File: src/rtl/hv_reg_acc_arb_pkg.sv
// Shared HV parameter package: register-access widths, arbiter defaults,
// response CRC polynomial and the arbiter FSM/winner enums.
package hv_reg_acc_arb_pkg;

   localparam int REG_AW     = 7;
   localparam int REG_DW     = 8;
   localparam int REG_CRC_W  = 8;
   localparam int ACK_TMO_TH = 16;
   localparam int STARVE_TH  = 4;

   // CRC-8 generator x^8 + x^2 + x + 1, MSB first, zero initial value
   localparam logic [7:0] CRC_POLY = 8'h07;

   typedef enum logic [1:0] {
      IDLE = 2'd0,
      BUSY = 2'd1,
      RESP = 2'd2
   } racState_e;

   typedef enum logic {
      WIN_OWT = 1'b0,
      WIN_WDG = 1'b1
   } racWinner_e;

endpackage

File: src/rtl/crc16to8_parallel.sv
// Combinational CRC over a DIN_W-bit word, fully unrolled into one cycle.
module crc16to8_parallel
   import hv_reg_acc_arb_pkg::*;
#(
   parameter int               DIN_W = 16,
   parameter int               CRC_W = 8,
   parameter logic [CRC_W-1:0] POLY  = CRC_W'(CRC_POLY)
) (
   input  logic [DIN_W-1:0] i_data,
   output logic [CRC_W-1:0] o_crc
);

   logic [CRC_W-1:0] crcAcc;
   logic             feedback;

   // Unrolled MSB-first LFSR with zero seed and no final XOR
   always_comb begin
      crcAcc   = '0;
      feedback = 1'b0;
      for (int i = DIN_W - 1; i >= 0; i--) begin
         feedback = crcAcc[CRC_W-1] ^ i_data[i];
         crcAcc   = {crcAcc[CRC_W-2:0], 1'b0};
         if (feedback) begin
            crcAcc = crcAcc ^ POLY;
         end
      end
      o_crc = crcAcc;
   end

endmodule

File: src/rtl/hv_reg_acc_arb.sv
// Register-access arbiter: serialises OWT read/write and WDG scan reads onto
// one register bank, with a starvation guard for WDG and an ack timeout.
module hv_reg_acc_arb
   import hv_reg_acc_arb_pkg::*;
#(
   parameter int REG_AW     = hv_reg_acc_arb_pkg::REG_AW,
   parameter int REG_DW     = hv_reg_acc_arb_pkg::REG_DW,
   parameter int REG_CRC_W  = hv_reg_acc_arb_pkg::REG_CRC_W,
   parameter int ACK_TMO_TH = hv_reg_acc_arb_pkg::ACK_TMO_TH,
   parameter int STARVE_TH  = hv_reg_acc_arb_pkg::STARVE_TH
) (
   input  logic                 i_clk,
   input  logic                 i_rst_n,
   input  logic                 i_owt_rac_wr_req,
   input  logic                 i_owt_rac_rd_req,
   input  logic [REG_AW-1:0]    i_owt_rac_addr,
   input  logic [REG_DW-1:0]    i_owt_rac_wdata,
   output logic                 o_rac_owt_ack,
   output logic [REG_DW-1:0]    o_rac_owt_rdata,
   input  logic                 i_wdg_scan_rac_rd_req,
   input  logic [REG_AW-1:0]    i_wdg_scan_rac_addr,
   output logic                 o_rac_wdg_scan_ack,
   output logic [REG_DW-1:0]    o_rac_wdg_scan_data,
   output logic [REG_CRC_W-1:0] o_rac_wdg_scan_crc,
   output logic                 o_rac_reg_wr_en,
   output logic                 o_rac_reg_rd_en,
   output logic [REG_AW-1:0]    o_rac_reg_addr,
   output logic [REG_DW-1:0]    o_rac_reg_wdata,
   input  logic                 i_reg_rac_ack,
   input  logic [REG_DW-1:0]    i_reg_rac_rdata,
   output logic                 o_rac_ack_tmo_err
);

   localparam int TMO_W = (ACK_TMO_TH > 1) ? $clog2(ACK_TMO_TH) : 1;
   localparam int STV_W = $clog2(STARVE_TH + 1);
   localparam logic [TMO_W-1:0] TMO_LAST = TMO_W'(ACK_TMO_TH - 1);
   localparam logic [STV_W-1:0] STV_MAX  = STV_W'(STARVE_TH);

   racState_e              state_q;
   racWinner_e             winner_q;
   logic                   opWrite_q;
   logic [REG_AW-1:0]      addr_q;
   logic [REG_DW-1:0]      wdata_q;
   logic [REG_DW-1:0]      data_q;
   logic [REG_CRC_W-1:0]   crc_q;
   logic [TMO_W-1:0]       busyCnt_q;
   logic [STV_W-1:0]       starveCnt_q;
   logic                   wrEn_q;
   logic                   rdEn_q;
   logic                   owtAck_q;
   logic                   wdgAck_q;
   logic                   tmoErr_q;

   logic                   owtAny;
   logic                   reqAny;
   logic                   grantWdg;
   logic                   accept;
   logic                   timeout;
   logic [REG_DW-1:0]      captureData;
   logic [REG_AW+REG_DW:0] crcIn;
   logic [REG_CRC_W-1:0]   crcRaw;

   // Arbitration decision and bank-completion detection for the current cycle
   always_comb begin
      owtAny      = i_owt_rac_wr_req | i_owt_rac_rd_req;
      reqAny      = owtAny | i_wdg_scan_rac_rd_req;
      grantWdg    = i_wdg_scan_rac_rd_req & (~owtAny | (starveCnt_q == STV_MAX));
      accept      = (state_q == BUSY) & i_reg_rac_ack;
      timeout     = (state_q == BUSY) & ~i_reg_rac_ack & (busyCnt_q == TMO_LAST);
      captureData = timeout ? '0 : i_reg_rac_rdata;
      crcIn       = {1'b1, addr_q, captureData};
   end

   crc16to8_parallel #(
      .DIN_W (REG_AW + REG_DW + 1),
      .CRC_W (REG_CRC_W)
   ) u_crc (
      .i_data (crcIn),
      .o_crc  (crcRaw)
   );

   // Access FSM: latch the winner in IDLE, strobe the bank once, wait for ack
   // or timeout, then pulse the winner's ack for one RESP cycle
   always_ff @(posedge i_clk or negedge i_rst_n) begin
      if (!i_rst_n) begin
         state_q     <= IDLE;
         winner_q    <= WIN_OWT;
         opWrite_q   <= 1'b0;
         addr_q      <= '0;
         wdata_q     <= '0;
         data_q      <= '0;
         crc_q       <= '0;
         busyCnt_q   <= '0;
         starveCnt_q <= '0;
         wrEn_q      <= 1'b0;
         rdEn_q      <= 1'b0;
         owtAck_q    <= 1'b0;
         wdgAck_q    <= 1'b0;
         tmoErr_q    <= 1'b0;
      end else begin
         case (state_q)
            IDLE: begin
               if (!i_wdg_scan_rac_rd_req) begin
                  starveCnt_q <= '0;
               end
               if (reqAny) begin
                  busyCnt_q <= '0;
                  state_q   <= BUSY;
                  if (grantWdg) begin
                     winner_q    <= WIN_WDG;
                     opWrite_q   <= 1'b0;
                     addr_q      <= i_wdg_scan_rac_addr;
                     wdata_q     <= '0;
                     rdEn_q      <= 1'b1;
                     starveCnt_q <= '0;
                  end else begin
                     winner_q  <= WIN_OWT;
                     opWrite_q <= i_owt_rac_wr_req;
                     addr_q    <= i_owt_rac_addr;
                     wdata_q   <= i_owt_rac_wdata;
                     wrEn_q    <= i_owt_rac_wr_req;
                     rdEn_q    <= ~i_owt_rac_wr_req;
                     if (i_wdg_scan_rac_rd_req) begin
                        starveCnt_q <= starveCnt_q + 1'b1;
                     end
                  end
               end
            end
            BUSY: begin
               wrEn_q    <= 1'b0;
               rdEn_q    <= 1'b0;
               busyCnt_q <= busyCnt_q + 1'b1;
               if (accept || timeout) begin
                  state_q  <= RESP;
                  owtAck_q <= (winner_q == WIN_OWT);
                  wdgAck_q <= (winner_q == WIN_WDG);
                  tmoErr_q <= timeout;
                  if (timeout || !opWrite_q) begin
                     data_q <= captureData;
                     crc_q  <= timeout ? ~crcRaw : crcRaw;
                  end
               end
            end
            RESP: begin
               owtAck_q <= 1'b0;
               wdgAck_q <= 1'b0;
               tmoErr_q <= 1'b0;
               state_q  <= IDLE;
            end
            default: begin
               state_q <= IDLE;
            end
         endcase
      end
   end

   assign o_rac_owt_ack       = owtAck_q;
   assign o_rac_owt_rdata     = data_q;
   assign o_rac_wdg_scan_ack  = wdgAck_q;
   assign o_rac_wdg_scan_data = data_q;
   assign o_rac_wdg_scan_crc  = crc_q;
   assign o_rac_reg_wr_en     = wrEn_q;
   assign o_rac_reg_rd_en     = rdEn_q;
   assign o_rac_reg_addr      = addr_q;
   assign o_rac_reg_wdata     = wdata_q;
   assign o_rac_ack_tmo_err   = tmoErr_q;

endmodule

File: config.mk
export PLATFORM = sky130hd
export DESIGN_NAME = hv_reg_acc_arb
export DESIGN_NICKNAME = d
export VERILOG_FILES = /design/src/rtl/hv_reg_acc_arb_pkg.sv /design/src/rtl/crc16to8_parallel.sv /design/src/rtl/hv_reg_acc_arb.sv
export SDC_FILE = /design/constraint.sdc
export NUM_CORES = 1
export LEC_CHECK = 0
export CORE_ASPECT_RATIO = 0.7
export CORE_MARGIN = 4
export CORE_UTILIZATION = 49
export DETAILED_ROUTE_END_ITERATION = 6
export PLACE_DENSITY = 0.85
export SETUP_SLACK_MARGIN = 0.1
export SLEW_MARGIN = 20
export SYNTH_ARGS = -nofsm -noshare
export SYNTH_HDL_FRONTEND = slang
export SYNTH_SLANG_ARGS = --single-unit
export TNS_END_PERCENT = 30
File: constraint.sdc
create_clock -name i_clk -period 3.9 [get_ports i_clk]
set_clock_uncertainty 0.15 [all_clocks]
set_input_delay 0.78 -clock i_clk [delete_from_list [all_inputs] [get_ports i_clk]]
set_output_delay 0.78 -clock i_clk [all_outputs]
set_load 0.02 [all_outputs]
# Word-level counts from Yosys, hierarchy flattened
# Cells that the tools add are included.
# word_totals
ff_bits,47
wordCells,117
# classes
add_sub_neg,2
n_eq_ne,7
n_mux,42
bitwise_logic,40
reduce_logical,12
# op_table
op,count
$mux W3,19
$not A3 Y3,14
$mux W8,3
$pmux W1 S2,5
$mux W1,9
$xor A1 B1 Y1,9
$not A8 Y8,1
$pmux W4 S2,1
$reduce_and A2 Y1,4
$mux W7,1
$reduce_and A3 Y1,2
$xor A1 B1 Y1 const A,5
$add A4 B1 Y4 const B,1
$and A1 B1 Y1,4
$eq A4 B4 Y1 const B,1
$mux W2,2
$mux W4,1
$ne A2 B2 Y1 const B,2
$not A1 Y1,4
$pmux W2 S2,1
$reduce_bool A2 Y1,2
$add A3 B1 Y3 const B,1
$eq A3 B3 Y1 const B,1
$or A1 B1 Y1,3
other kinds (6),7

# Logic depth before layout (Yosys ltp)
# depth
ltp_word,31
ltp_mapped,8
depth_no_buf,7

# Hierarchy
# Synthesis repeated with hierarchy kept, for this count alone.
# hier_totals
cells_unflattened,256
area_unflattened_um2,2652.5
# modules_own_cells
mod,n_inst,cells_per_inst,area_each_um2
hv_reg_acc_arb,1,225,2306.0
crc16to8_parallel,1,31,346.6

# Worst setup path before layout
# OpenSTA, ideal clock, no wires.
# synth_path
kind,input port to flip-flop
start,input port i_reg_rac_ack
end,register data_q[2] (netlist: o_rac_owt_rdata[2])
setup_time_ns,0.131
arrival_time_ns,1.956
slack_ns,1.663
stages,7
path_buffers,2
cell_sequence,or3b_4 or2_1 buf_6 o21a_1 buf_4 nand2_1 o21ai_0
# synth_between
elab_chain_len,5
# synth_lines
element,line,source
from (decl),hv_reg_acc_arb.sv:29,"input logic i_reg_rac_ack,"
$not A1 Y1,hv_reg_acc_arb.sv:69,timeout = (state_q == BUSY) & ~i_reg_rac_ack & (busyCnt_q == TMO_LAST);
$and A1 B1 Y1 (2 in series),hv_reg_acc_arb.sv:69,
"$logic_or A1 B1 Y1, on equally long branches","hv_reg_acc_arb.sv:133, hv_reg_acc_arb.sv:138",
$reduce_and A3 Y1 (no line),n/a,
to (signal assigned),hv_reg_acc_arb.sv:139,data_q <= captureData;
to (decl),hv_reg_acc_arb.sv:44,logic [REG_DW-1:0] data_q;
# Parallel ways exist; a longest one is shown, timed or not.
# A chain may end at the register's enable or synchronous reset.

# Worst setup path after layout
# layout_path
start,input port i_reg_rac_ack
end,register crc_q[7] (netlist: o_rac_wdg_scan_crc[7])
# layout_between
elab_chain_len,12
# layout_lines
element,line,source
$not A1 Y1,hv_reg_acc_arb.sv:69,
$and A1 B1 Y1 (2 in series),hv_reg_acc_arb.sv:69,
$mux W8,hv_reg_acc_arb.sv:70,captureData = timeout ? '0 : i_reg_rac_rdata;
$xor A1 B1 Y1,crc16to8_parallel.sv:21,feedback = crcAcc[CRC_W-1] ^ i_data[i];
$mux W3,crc16to8_parallel.sv:23,if (feedback) begin
$not A3 Y3 (no line),n/a,
$mux W3,crc16to8_parallel.sv:23,
$not A3 Y3 (no line),n/a,
$mux W3,crc16to8_parallel.sv:23,
$not A8 Y8,hv_reg_acc_arb.sv:140,crc_q <= timeout ? ~crcRaw : crcRaw;
$mux W8,hv_reg_acc_arb.sv:140,
to (signal assigned),hv_reg_acc_arb.sv:140,
to (decl),hv_reg_acc_arb.sv:45,logic [REG_CRC_W-1:0] crc_q;
# Parallel ways exist; a longest one is shown, timed or not.

==> summary.md <==
| Metric | Value |
|---|---|
| Status | `completed` |
| Die ar. | `6070 µm²` |
| TritonCTS clock tree | `yes` |
| DIE HEIGHT | `66.4 µm` |
| Worst-Skew Late Latency | `0.30 ns` |
| Hold Fails Final Rpt | `0` |
| Pin count of the biggest net entering global routing | `48` |
| Critical R2R Launch | `busyCnt_q[0]` |
| GP Congestion | `0.753` |
| Worst min-delay path category | `primary input to asynchronous set/reset pin` |
| Post-synthesis adder-cell area fraction | `1.57%` |
| Area delta synth->final | `36.5%` |
| Worst VDD drop | `0.000504 V` |
| Initial DRT Pass Iterations | `4` |
| Post-Synth Simple-Gate Area | `14.9%` |
| Routed Wire Length | `5.50 mm` |
| Post-synth ARST share | `100%` |
| Fin crit share | `69.7%` |
| I/O pin count | `80` |
| Ys Warns | `0` |
| Placement Cell Area | `3150 µm²` |
| Syn nets | `278` |
| ANT cells | `0` |
| R2R setup slack | `1.59 ns` |
| Slowest cell delay on critical path | `0.45 ns` |
| Worst-path fanout max | `15` |
| Gr usage total | `19.7%` |
| Pwr dens | `864 nW/µm²` |
| Slew headroom | `49.1%` |
| Lkg Pwr | `0.00145 µW` |
| First-pass GRT wire length | `9.43 mm` |
| Final Slew Violations | `0` |
| Max Root-Sink Buffers | `2` |
| Worst Hold Slack | `0.321 ns` |
| GRT Residual Overflow | `0` |
| Post-synthesis xor/xnor area fraction | `11.2%` |
| FILL cells | `350` |
| EDFF count, synth | `0` |
| Critical Path Sink Type | `flop` |
| Area of the mapped netlist | `2380 µm²` |
| Main combinational cell family by area after synthesis | `simple AND/OR/NAND/NOR gates` |
| Clk sinks | `47` |
| H-tree levels | `2` |
| Starting Density | `52.9%` |
| Sequential-to-total area share from yosys stat | `49.3%` |
| Final TNS setup | `0 ns` |
| Slew @ Worst Pin | `0.763 ns` |
| Clock Tree Root | `clkbuf_8` |
| Vias | `1927` |
| Vias in the first global route | `1962` |
| Crit path max-delay cell type | `or2_1` |
| Yosys reg bits | `47` |
| Worst-path cell chain | `clkdlybuf4s50_1 -> or3b_4 -> or2_1 -> o21ai_2 -> mux2_2` |
| Worst EP arrival | `2.76 ns` |
| Mux cell area share after synthesis | `3.83%` |
| Most used DFF post-synth | `dfrtp_1` |
| CP required | `3.94 ns` |
| # hold bufs at CTS | `0` |
| Post-CTS Setup Bufs | `0` |
| Via density per instance | `5.25` |
| Routed Antenna Nets | `0` |
| CTS clock-pin slew for the worst setup and hold paths | `0.08 ns` |
| RSZ-0062 raised after global routing | `false` |
| Initial antenna violation count | `0` |
| CTS resizes | `0` |
| Syn Area/Cell | `9.98 µm²` |
| Start point of the critical path | `i_reg_rac_ack` |
| Compound-Gate Fraction of Synth Area | `14.2%` |
| Fin area | `3250 µm²` |
| Site Rows | `20` |
| Max Cap Viol | `0` |
| CP Class | `primary input to flop` |
| Cells after Synth | `239` |
| Final Net Count | `350` |
| I/O Buffers | `79` |
| Core area | `4500 µm²` |
| Setup Viol. Count Final | `0` |
| Max frequency | `368 MHz` |
| CTS buffer count | `5` |
| Startpoint Class | `primary input` |
| Distinct cells, synth | `37` |
| DRC | `0` |
| Die X | `91.4 µm` |
| Sequential cell area | `1180 µm²` |
| First DRT Iteration DRCs | `82` |
| Routed WL per cell | `15.0 µm` |
| Tmin final | `2.72 ns` |
| Hpwl dp | `4.21 mm` |
| Layout cells sized above 1 | `5.77%` |
| Area of the multi-input gates | `1100 µm²` |
==> worst paths after layout <==
check,depth (start not counted),end
worst max register to register,5,o_rac_owt_rdata[2]
worst min-delay path,1,o_rac_reg_wdata[4]
worst min register to register,2,o_rac_wdg_scan_crc[1]
worst max-delay path,5,o_rac_wdg_scan_crc[7]
min in group i_clk,2,o_rac_wdg_scan_crc[1]
max in group asynchronous,1,o_rac_owt_rdata[4]
==> report_power, final <==
part / leakage [µW] / internal, µW / total (µW) / switching (µW)
Sequential: 0.000589 / 703 / 888 / 185
Combinational: 0.000808 / 773 / 1600 / 830
Clock: 0.0000515 / 162 / 322 / 160
==> layer usage <==
metal	global-route usage (%)	share of wire [%]	vias up
met5	0	0	-
met4	5.64	1.0	0
met3	6.03	6.6	7
met2	30.8	44	63
met1	26.6	48	910
li1	-	-	947
==> cells in the final DEF, fill, tap and decap left out, types with 2 or more instances in the layout <==
cell,n
o21ai_2,3
nand2_1,42
buf_4,2
and2_1,5
o21ai_0,29
a22o_1,8
xor2_1,9
nand2b_1,2
ha_1,3
clkbuf_8,7
nand3_1,10
dfrtp_1,47
clkdlybuf4s50_1,78
xnor2_1,17
a21oi_1,5
mux2i_1,8
nor2_1,14
inv_1,3
==> per-stage QoR <==
stage | util, % | std cells | power (µW) | setup WS, ns
3_5_place_dp | 70.0 | 359 | 2510 | 0.866
2_1_floorplan | - | 239 | 1900 | 1.66
5_1_grt | 72.3 | 367 | 3040 | 1.06
6_report | 72.3 | 367 | 2810 | 1.18
4_1_cts | 72.2 | 367 | 2830 | 1.20
3_3_place_gp | 70.0 | 359 | 2470 | 0.937
==> sequential cells by signal (all words and copies together), names as in the netlist, 2 cells and up <==
| register | cells |
|---|---|
| state_q | 2 |
| o_rac_wdg_scan_crc | 8 |
| busyCnt_q | 4 |
| o_rac_owt_rdata | 8 |
| starveCnt_q | 3 |
| o_rac_reg_addr | 7 |
| o_rac_reg_wdata | 8 |
==> synthesized netlist by cell type (2+ instances only) <==
library cell   n  area, µm²
xnor2_1       17        149
nor2_1        14       52.6
dfrtp_1       47       1180
a21oi_1        5       25.0
nand2_1       42        158
and2_1         5       31.3
buf_4         10       75.1
xor2_1         9       78.8
mux2i_1        8       80.1
nand2b_1       2       12.5
ha_1           3       37.5
nand3_1       10       50.1
o21ai_0       29        145
o21ai_2        3       26.3
buf_6          2       22.5
a22o_1         8       70.1
inv_1          3       11.3
clkbuf_1       3       11.3
==> cell families after synthesis <==
logic type	after synthesis
AO/OA/AOI/OAI	54
XOR/XNOR	28
adder cells (fa/ha/maj)	3
buffers and inverters	18
flip-flops	47
multiplexers	9
AND/OR/NAND/NOR	80
==> area by class of cell <==
class	instances	share of cell area, %
tap	55	2.11
inverter	3	0.346
sequential	47	36.1
timing repair buffer	80	24.5
multi-input combinational	174	33.9
clock buffer	8	3.08
==> critical path: cells and delay by family <==
| kind | cells | cell delay, ns |
|---|---|---|
| mux | 1 | 0.39 |
| buf+inv | 1 | 0.43 |
| simple gates | 2 | 0.85 |
| compound gates | 1 | 0.31 |
(Power assumes the default switching activity.)
